<file path="src/rtl/int_source_conditioner.sv">
// -----------------------------------------------------------------------------
// int_source_conditioner
//   Front end for the CP0 interrupt inputs. Each raw, asynchronous, bouncy
//   request line is synchronised, debounced and edge-detected. Every accepted
//   rising edge produces a fixed-width pulse on intsrc[]. After each pulse there
//   is a hold-off window. Any enabled edge that arrives while the line is busy
//   is recorded in the sticky dropped[] register.
//
// Ports
//   clk          system clock
//   rst          asynchronous reset, active-low
//   raw_in       raw request lines, active-high, asynchronous
//   src_mask     1 = line enabled, 0 = debounced edges ignored
//   clr_dropped  per-line synchronous clear of dropped[]
//   intsrc       clean interrupt pulses to CP0
//   busy         line is in PULSE or HOLDOFF
//   dropped      sticky: enabled edge arrived while busy
//   db_level     debounced level (status readback)
// -----------------------------------------------------------------------------
module int_source_conditioner #(
   parameter int unsigned N_SRC          = 3,
   parameter int unsigned DB_CYCLES      = 16,
   parameter int unsigned PULSE_CYCLES   = 2,
   parameter int unsigned HOLDOFF_CYCLES = 8
) (
   input  logic             clk,
   input  logic             rst,
   input  logic [N_SRC-1:0] raw_in,
   input  logic [N_SRC-1:0] src_mask,
   input  logic [N_SRC-1:0] clr_dropped,
   output logic [N_SRC-1:0] intsrc,
   output logic [N_SRC-1:0] busy,
   output logic [N_SRC-1:0] dropped,
   output logic [N_SRC-1:0] db_level
);

   localparam int unsigned CW = $clog2(DB_CYCLES) + 1;
   localparam int unsigned PW = $clog2(PULSE_CYCLES) + 1;
   localparam int unsigned HW = $clog2((HOLDOFF_CYCLES > 1) ? HOLDOFF_CYCLES : 1) + 1;

   typedef enum logic [1:0] {
      IDLE    = 2'd0,
      PULSE   = 2'd1,
      HOLDOFF = 2'd2
   } state_t;

   logic [N_SRC-1:0] sync1;
   logic [N_SRC-1:0] sync2;

   // Plain two-flop synchroniser with no logic between the stages.
   always_ff @(posedge clk or negedge rst) begin
      if (!rst) begin
         sync1 <= '0;
         sync2 <= '0;
      end else begin
         sync1 <= raw_in;
         sync2 <= sync1;
      end
   end

   genvar i;
   generate
      for (i = 0; i < N_SRC; i++) begin : g_line
         logic [CW-1:0] cnt;
         logic          db_r;
         logic          db_prev;
         logic          rise;
         state_t        state;
         state_t        state_nxt;
         logic [PW-1:0] pcnt;
         logic [PW-1:0] pcnt_nxt;
         logic [HW-1:0] hcnt;
         logic [HW-1:0] hcnt_nxt;
         logic          intsrc_r;
         logic          busy_r;
         logic          dropped_r;

         // Debounce: accept a new level only after DB_CYCLES consecutive
         // disagreeing samples. Any return to the old level restarts the count.
         always_ff @(posedge clk or negedge rst) begin
            if (!rst) begin
               cnt     <= '0;
               db_r    <= 1'b0;
               db_prev <= 1'b0;
            end else begin
               db_prev <= db_r;
               if (sync2[i] == db_r) begin
                  cnt <= '0;
               end else if (cnt == CW'(DB_CYCLES - 1)) begin
                  db_r <= sync2[i];
                  cnt  <= '0;
               end else begin
                  cnt <= cnt + 1'b1;
               end
            end
         end

         assign rise = db_r & ~db_prev;

         always_comb begin
            state_nxt = state;
            pcnt_nxt  = pcnt;
            hcnt_nxt  = hcnt;
            case (state)
               IDLE: begin
                  if (rise && src_mask[i]) begin
                     state_nxt = PULSE;
                     pcnt_nxt  = PW'(PULSE_CYCLES - 1);
                  end
               end
               PULSE: begin
                  if (pcnt == '0) begin
                     if (HOLDOFF_CYCLES > 0) begin
                        state_nxt = HOLDOFF;
                        hcnt_nxt  = HW'(HOLDOFF_CYCLES - 1);
                     end else begin
                        state_nxt = IDLE;
                     end
                  end else begin
                     pcnt_nxt = pcnt - 1'b1;
                  end
               end
               HOLDOFF: begin
                  if (hcnt == '0) begin
                     state_nxt = IDLE;
                  end else begin
                     hcnt_nxt = hcnt - 1'b1;
                  end
               end
               default: state_nxt = IDLE;
            endcase
         end

         // The outputs are decoded from the next state into flops. This keeps
         // them glitch-free and cycle-aligned with the state register.
         always_ff @(posedge clk or negedge rst) begin
            if (!rst) begin
               state     <= IDLE;
               pcnt      <= '0;
               hcnt      <= '0;
               intsrc_r  <= 1'b0;
               busy_r    <= 1'b0;
               dropped_r <= 1'b0;
            end else begin
               state    <= state_nxt;
               pcnt     <= pcnt_nxt;
               hcnt     <= hcnt_nxt;
               intsrc_r <= (state_nxt == PULSE);
               busy_r   <= (state_nxt != IDLE);
               // A new drop takes precedence over a clear in the same cycle.
               if (rise && src_mask[i] && busy_r) begin
                  dropped_r <= 1'b1;
               end else if (clr_dropped[i]) begin
                  dropped_r <= 1'b0;
               end
            end
         end

         assign intsrc[i]   = intsrc_r;
         assign busy[i]     = busy_r;
         assign dropped[i]  = dropped_r;
         assign db_level[i] = db_r;
      end
   endgenerate

endmodule
</file>
<file path="config.mk">
export PLATFORM = sky130hd
export DESIGN_NAME = int_source_conditioner
export DESIGN_NICKNAME = d
export VERILOG_FILES = /design/src/rtl/int_source_conditioner.sv
export SDC_FILE = /design/constraint.sdc
export NUM_CORES = 1
export LEC_CHECK = 0
export ABC_AREA = 0
export CAP_MARGIN = 20
export CORE_MARGIN = 4
export CORE_UTILIZATION = 57
export DETAILED_ROUTE_END_ITERATION = 8
export PLACE_DENSITY_LB_ADDON = 0.25
export SETUP_SLACK_MARGIN = 0.1
export SLEW_MARGIN = 30
export SYNTH_ARGS = -nofsm -noshare
export SYNTH_HDL_FRONTEND = slang
export SYNTH_SLANG_ARGS = --single-unit
</file>
<file path="constraint.sdc">
create_clock -name clk -period 2 [get_ports clk]
set_input_delay 0.6 -clock clk [delete_from_list [all_inputs] [get_ports clk]]
set_output_delay 0.6 -clock clk [all_outputs]
set_load 0.1 [all_outputs]
</file>
=== Yosys cells after proc, flatten, opt, wreduce, memory -nomap -nowiden ===
Cells that the tools add are included.

* Register bits after elaboration: 60
* Latch bits: 0
* RAM bits: 0
* ROM bits: 0
* Input bits: 11
* Memories kept: 0

* Add/sub/neg operators: 9
* Multipliers: 0
* Divide/modulo/power cells: 0
* Order comparisons: 0
* Equal/unequal tests: 27
* Shifts and indexed selects: 0
* Multiplexer cells: 42
* Bitwise gates (word level): 9
* Reductions and logical operators: 36

{| class="wikitable"
|+ Operators by type and width
! operator !! count
|-
| $mux W2 || 15
|-
| $mux W5 || 6
|-
| $mux W4 || 6
|-
| $ne A2 B2 Y1 const B || 12
|-
| $pmux W4 S2 || 3
|-
| $reduce_bool A2 Y1 || 12
|-
| $pmux W2 S3 || 3
|-
| $reduce_and A3 Y1 || 6
|-
| $add A5 B1 Y5 const B || 3
|-
| $eq A5 B4 Y1 const B || 3
|-
| $eq A2 B1 Y1 const B || 6
|-
| $logic_not A2 Y1 || 6
|-
| $logic_not A4 Y1 || 3
|-
| $pmux W2 S2 || 3
|-
| $sub A4 B1 Y4 const B || 3
|-
| $eq A2 B2 Y1 const B || 3
|-
| $logic_and A1 B1 Y1 || 6
|-
| $mux W1 || 6
|-
| $not A1 Y1 || 6
|-
| $reduce_and A2 Y1 || 3
|-
| $sub A2 B1 Y2 const B || 3
|-
| $and A1 B1 Y1 || 3
|-
| $eq A1 B1 Y1 || 3
|}

=== Depth between registers and ports, before layout ===
Gate-level depths: netlist of run 1.

* Word-level depth: 6
* Depth in mapped cells: 6
* Mapped depth without buffers: 5

=== Worst setup path before layout of run 1 ===
No wires, ideal clock.

* Path kind: register to register
* Start: register g_line[1].hcnt[0]
* End: register g_line[1].intsrc_r
* Library setup time: 0.135 ns
* Arrival time: 1.457 ns
* Path slack: 0.408 ns
* Stages on the path, launching flop included: 6
* Path buffers: 0
* Cells stage by stage: dfrtp_1 > inv_1 > ha_1 > or3b_2 > a211oi_1 > a211oi_1

* Longest elaborated chain between the ends: 4

{| class="wikitable"
|+ RTL lines
! item !! RTL line !! RTL
|-
| start, declared || 72 || <nowiki>logic [HW-1:0] hcnt;</nowiki>
|-
| start signal, assigned || 147 || <nowiki>hcnt <= hcnt_nxt;</nowiki>
|-
| $logic_not A4 Y1 || 124 || <nowiki>if (hcnt == '0) begin</nowiki>
|-
| $mux W2 || 124 ||
|-
| $pmux W2 S3 || 104 || <nowiki>case (state)</nowiki>
|-
| $eq A2 B1 Y1 || 148 || <nowiki>intsrc_r <= (state_nxt == PULSE);</nowiki>
|-
| end signal, assigned || 148 ||
|-
| end, declared || 74 || <nowiki>logic intsrc_r;</nowiki>
|}

Every way passes these cells.
A chain may end at the register's enable or synchronous reset.

=== Worst setup path after layout of run 1 ===
* Start: register g_line[1].state[0]
* End: register g_line[1].hcnt[1]

* Longest elaborated chain between the ends: 3
* Elaborated cells on any way between the ends: 7

{| class="wikitable"
|+ RTL lines
! item !! RTL line !! RTL
|-
| start, declared || 68 || <nowiki>state_t state;</nowiki>
|-
| start signal, assigned || 145 || <nowiki>state <= state_nxt;</nowiki>
|-
| $eq A2 B2 Y1 / $eq A2 B1 Y1 (equally long branches) || 104 ||
|-
| $ne A2 B2 Y1 (no source line) / $reduce_bool A2 Y1 (equally long branches) || n/a ||
|-
| $reduce_and A3 Y1 (no source line) || n/a ||
|}

Parallel ways exist; a longest one is shown, timed or not.

==> results of run 1 <==
-- sequential cells by signal, indices dropped and copies added (netlist names) --
name	count
sync1	3
g_line.intsrc_r	3
sync2	3
g_line.db_prev	3
g_line.busy_r	3
g_line.hcnt	12
g_line.state	6
g_line.db_r	3
g_line.cnt	15
g_line.dropped_r	3
g_line.pcnt	6
-- cell usage in the layout (no fill, tap or decap), drive strengths merged, types with 2 or more instances in the layout --
master,netlist,layout
and2,4,4
nor3b,3,3
clkdlybuf4s50,0,9
a211oi,2,2
xor2,9,9
o21ai,12,12
and3b,3,3
a22o,3,3
nor2b,6,6
nand2,15,15
nand3b,4,4
ha,13,13
or3,3,3
mux2,6,6
buf,14,14
a22oi,3,3
nor3,3,3
nor2,20,20
inv,26,26
and3,3,3
a31oi,8,8
o21bai,2,2
nand3,12,12
or3b,2,2
o31ai,2,2
clkbuf,3,15
dfrtp,60,60
a21oi,6,6
nand2b,7,7
-- area by class of cell --
| cell class | instances | area, um^2 | share of cell area [%] |
|---|---|---|---|
| multi-input cells | 171 | 1160 | 34.4 |
| clock inverters | 1 | 5.00 | 0.148 |
| well taps | 67 | 83.8 | 2.48 |
| flip-flops and latches | 60 | 1500 | 44.4 |
| repair buffers | 23 | 355 | 10.5 |
| clock buffers | 15 | 176 | 5.21 |
| inverters | 26 | 97.6 | 2.88 |
-- cells in the mapped netlist (2+ instances only) --
| master | number | area [um^2] |
|---|---|---|
| inv_1 | 26 | 97.6 |
| o21ai_0 | 12 | 60.1 |
| a21oi_1 | 6 | 30.0 |
| and2_1 | 4 | 25.0 |
| xor2_1 | 9 | 78.8 |
| a211oi_1 | 2 | 15.0 |
| ha_1 | 13 | 163 |
| a22oi_1 | 3 | 22.5 |
| dfrtp_1 | 60 | 1500 |
| nand3b_1 | 4 | 30.0 |
| buf_2 | 2 | 10.0 |
| or3_1 | 3 | 18.8 |
| a22o_1 | 3 | 26.3 |
| nor3b_1 | 3 | 22.5 |
| o31ai_1 | 2 | 15.0 |
| nor2_1 | 20 | 75.1 |
| nand2b_1 | 7 | 43.8 |
| a31oi_1 | 8 | 50.1 |
| buf_4 | 12 | 90.1 |
| nor3_1 | 3 | 15.0 |
| nand3_1 | 12 | 60.1 |
| nand2_1 | 15 | 56.3 |
| clkbuf_1 | 2 | 7.51 |
| and3b_1 | 3 | 26.3 |
| mux2_2 | 6 | 67.6 |
| nor2b_1 | 6 | 37.5 |
| and3_1 | 3 | 18.8 |
| o21bai_1 | 2 | 15.0 |
-- worst max-delay path by stage --
stage / to / depth (start not counted) / start
after CTS: g_line[1].busy_r$_DFF_PN0_ / 5 / g_line[1].state[1]$_DFF_PN0_
after detailed placement: g_line[1].busy_r$_DFF_PN0_ / 4 / src_mask[1]
final: g_line[1].hcnt[1]$_DFFE_PN0P_ / 5 / g_line[1].state[0]$_DFF_PN0_
after global routing: g_line[1].hcnt[0]$_DFFE_PN0P_ / 5 / g_line[1].state[0]$_DFF_PN0_
after global placement: g_line[1].pcnt[0]$_DFFE_PN0P_ / 4 / src_mask[1]
after floorplan: g_line[1].intsrc_r$_DFF_PN0_ / 5 / g_line[1].hcnt[0]$_DFFE_PN0P_
-- metal layers --
layer | global-route usage [%] | vias to the layer above | routed length, um
met4 | 7.22 | 0 | 22
met2 | 26.0 | 35 | 2150
met5 | 0 | - | 0
met1 | 22.9 | 917 | 2190
li1 | - | 977 | -
met3 | 5.56 | 3 | 203
-- power by group --
| part | switching, W | internal (W) |
|---|---|---|
| registers | 0.0000373 | 0.00126 |
| clock network | 0.000435 | 0.000551 |
| logic | 0.000120 | 0.000103 |
| total | 0.000593 | 0.00191 |
-- what timing repair did --
item	in CTS	in global routing
hold buffers	0	0
gates resized for setup	0	2
buffers inserted	0	0
endpoints found under the setup margin	0	1
-- logic make-up (layout without fill, tap and decap cells) --
kind of cell	after synthesis	count (layout)
compound gates	51	51
xor+xnor	9	9
fa+ha+maj	13	13
buf+inv	43	65
flops	60	60
mux	7	7
simple gates	91	91
-- through the flow --
stage	utilization, %	setup slack [ns]	total power, W	cells
final	70.3	0.260	0.00251	363
after global routing	70.3	0.108	0.00264	363
after CTS	70.2	0.187	0.00255	363
after detailed placement	66.5	0.0824	0.00154	347
after global placement	66.5	0.192	0.00154	347
after floorplan	-	0.408	0.00146	274
==> metrics.csv, run 1 <==
metric;value;unit
antenna_cells;0;
ys_warn_count;0;
period_share;87.0;%
synth-edff-count;0;
cp.required;2.20;ns
finalClockSkew;0.00577;ns
ys_seq_area_share;52.2;%
synth_top_family_by_area;simple AND/OR/NAND/NOR gates;
drt_pass1_iterations;4;
worstPathMaxFanout;6;
fin_nets;315;
synth_nets;298;
tightest_slew;0.389;ns
ys_types;51;
clockBufferDepth;2;
r2r_slack;0.26;ns
max_freq;0.575;GHz
cts_tree;done;
cp-end-kind;flip-flop;
critical_path_arrival;1.94;ns
gp_congestion;0.850;
p_leak;1.61;nW
path_cells;inv_1 > ha_1 > or4bb_1 > a31oi_1 > a31oi_1;
clock_latency;0.33;ns
drv_slew;0;
status;complete, no violations;
grt_pass1_wl;8.37;mm
initial_utilization;59.7;%
netlist_instances;274;
tns;0;ns
synthArstFlopShare;100;%
h-tree-depth;3;
final_area;3380;um^2
synthSimpleGateAreaFrac;17.4;%
startpoint_type;flip-flop;
die_h;79.0;um
synthAdderAreaFrac;5.66;%
vias;1932;
ios;23;
worstReg2RegStart;g_line[1].state[0]$_DFF_PN0_;
p_per_area;741;nW/um^2
finalSetupViolations;0;
num_rows;25;
critPathKind;reg2reg;
synth.ff_latch_count;60;
rsz0062_at_grt;no;
totalWireLength;4.57;mm
synth_compound_area_share;12.0;%
synth_xor_area_share;2.74;%
slew_headroom;73.8;%
worst-path-buf-inv;1;
drive_gt1_share;12.5;%
syn2layout_area_growth;17.7;%
clock-sinks;60;
portBuffers;22;
track_usage;17.2;%
drc_errors;0;
hp-class;in2async;
cp_top_family;simple AND/OR/NAND/NOR gates;
reg2reg_to;g_line[1].hcnt[1]$_DFFE_PN0P_;
syn_area_per_cell;10.5;um^2
timing.max_cap.violations;0;
max_stage_delay;0.54;ns
synthesis.area;2880;um^2
die_w;79.0;um
fin_crit;1.74;ns
drt_iter0_markers;96;
path_clk_slew;0.07;ns
ys.flop_type;dfrtp_1;
coreArea;4820;um^2
numCtsBuffers;9;
final_hold_viol_count;0;
via_per_inst;5.32;
grt_remaining_overflow;0;
dpl_cell_area;3200;um^2
ir_drop;0.442;mV
antenna_found_initial;0;
die_area;6240;um^2
synthMuxAreaShare;2.70;%
hpwl;3.17;mm
ant_nets;0;
wl_per_cell;12.6;um
clockRootBuffer;clkbuf_8;
grt_pass1_vias;1911;
grt_max_degree;61;
crit_top_cell;a31oi_1;
whs;0.254;ns
reg2reg_depth;5;
slowest_stage;or4bb_1;
fillers;359;
No activity file was read; power rests on OpenSTA's default activity.
==> inputs of run 2 (changes only) <==
==> constraint.sdc (replaced) <==
create_clock -name clk -period 2 [get_ports clk]
set_input_delay 0.6 -clock clk [delete_from_list [all_inputs] [get_ports clk]]
set_output_delay 0.6 -clock clk [all_outputs]
set_load 0.02 [all_outputs]
==> run 2 against run 1 <==
Effect of this change: clock power rose by 8%; critical path depth fell by 4; non-clock buffer count rose by 1; maximum frequency fell by 5.7%; hold slack barely moved; worst setup slack got worse by 0.11 ns; critical path type is now reg2out; largest cell class unchanged; largest power group unchanged.
==> metrics.csv, run 2 (synthesis results as in run 1) <==
metric;value;unit
drv_slew;0;
critPathKind;reg2out;
power.switching;0.000590;W
syn2layout_area_growth;14.1;%
die_area;6240;um^2
drc_errors;0;
worst-path-buf-inv;1;
largest_register;g_line.cnt;
p_int;0.00199;W
ant_nets;0;
num_rows;25;
clock_power_share;41.2;%
startpoint_type;flip-flop;
drt_iter0_markers;129;
hpwl;3.30;mm
r2r_slack;0.24;ns
cts_hold_buf;0;
status;complete, no violations;
cp_top_family;buffers and inverters;
antenna_cells;0;
tns;0;ns
clock-sinks;60;
slowest_stage;clkdlybuf4s50_1;
timing.max_cap.violations;0;
cp-end-kind;output pin;
clock_latency;0.34;ns
slew_headroom;72.0;%
ios;23;
initial_utilization;59.7;%
wl_per_cell;13.2;um
drt_pass1_iterations;4;
portBuffers;22;
startpoint;g_line[1].intsrc_r$_DFF_PN0_;
p_per_area;786;nW/um^2
switching_share;22.9;%
antenna_found_initial;0;
rsz0062_at_grt;no;
combPwrFrac;8.5;%
drive_gt1_share;8.47;%
reg2reg_depth;5;
reg2reg_to;g_line[1].hcnt[0]$_DFFE_PN0P_;
coreArea;4820;um^2
h-tree-depth;3;
grt_max_degree;61;
ir_drop;0.725;mV
cp_num_cells;1;
final_common_cell;dfrtp_1;
totalWireLength;4.79;mm
cts_tree;done;
grt_pass1_wl;8.45;mm
fin_crit;1.85;ns
max_freq;0.542;GHz
tightest_slew;0.420;ns
period_share;92.3;%
track_usage;17.6;%
p_seq_share;50.3;%
largestRegisters;g_line.cnt x15, g_line.hcnt x12;
final_hold_viol_count;0;
clockBufferDepth;2;
grt_pass1_vias;1928;
critical_path_arrival;1.25;ns
hp-class;in2async;
crit_end;intsrc[1];
numCtsBuffers;9;
clockRootBuffer;clkbuf_8;
cp.required;1.40;ns
path_cells;clkdlybuf4s50_1;
grt_remaining_overflow;0;
via_per_inst;5.41;
p_leak;1.67;nW
vias;1958;
layout_common_cells;dfrtp_1, inv_1, nor2_1, nand2_1, ha_1;
worstReg2RegStart;g_line[1].state[0]$_DFF_PN0_;
largest_reg_flops;15;
worstPathMaxFanout;1;
max_stage_delay;0.59;ns
p_total;0.00258;W
gp_congestion;0.805;
finalClockSkew;0.00367;ns
finalSetupViolations;0;
die_w;79.0;um
path_clk_slew;0.06;ns
fin_nets;316;
die_h;79.0;um
-- run 2: cell count changes in the layout (fill, tap and decap cells not counted), sizes merged --
cell / previous run / this run
dlygate4sd2: 0 / 6
buf: 14 / 3
dlymetal6s2s: 0 / 4
clkdlybuf4s50: 9 / 11
bufinv: 0 / 1
clkbuf: 15 / 12
-- run 2: layer usage --
| metal | global-route usage (%) | share of wire (%) | routed length [um] |
|---|---|---|---|
| met1 | 22.3 | 47 | 2260 |
| met2 | 27.1 | 46 | 2220 |
| met3 | 6.12 | 4.5 | 216 |
| met4 | 8.25 | 1.9 | 91 |
| met5 | 0 | 0 | 0 |
-- run 2: cell type report --
class	count	area (um^2)
fillers	394	1540
flip-flops and latches	60	1500
multi-input cells	171	1160
repair buffers	24	245
clock buffers	12	155
inverters	26	97.6
well taps	67	83.8
clock inverters	2	35.0
-- run 2: worst min-delay path by stage --
stage	start	end	slack, ns
2_1_floorplan	rst	g_line[0].busy_r$_DFF_PN0_	0.30
3_3_place_gp	sync1[1]$_DFF_PN0_	sync2[1]$_DFF_PN0_	0.33
3_5_place_dp	sync1[0]$_DFF_PN0_	sync2[0]$_DFF_PN0_	0.34
4_1_cts	rst	g_line[0].pcnt[1]$_DFFE_PN0P_	0.26
5_1_grt	rst	g_line[0].pcnt[1]$_DFFE_PN0P_	0.29
6_report	rst	g_line[0].pcnt[1]$_DFFE_PN0P_	0.25
-- run 2: power by group through the flow --
stage	clock [W]	combinational [W]	sequential, W
2_1_floorplan	0	0.000145	0.00131
3_5_place_dp	0	0.000221	0.00132
3_3_place_gp	0	0.000215	0.00132
4_1_cts	0.00109	0.000221	0.00130
5_1_grt	0.00115	0.000250	0.00130
6_report	0.00106	0.000219	0.00130
-- run 2: through the flow --
stage                     cell area, um^2  worst slack (ns)  cells  hold WS, ns  utilization, %
after floorplan                      2880             0.408    274        0.304               -
after global placement               3090             0.191    348        0.333            64.1
after detailed placement             3090            0.0754    348        0.339            64.1
after CTS                            3270             0.101    362        0.263            67.9
after global routing                 3280             0.110    362        0.289            68.1
final                                3280             0.154    362        0.255            68.1
-- run 2: timing repair --
action                     4_1_cts  5_1_grt
gates resized for setup          6        5
setup endpoints to repair        6        5
buffers inserted                 0        0
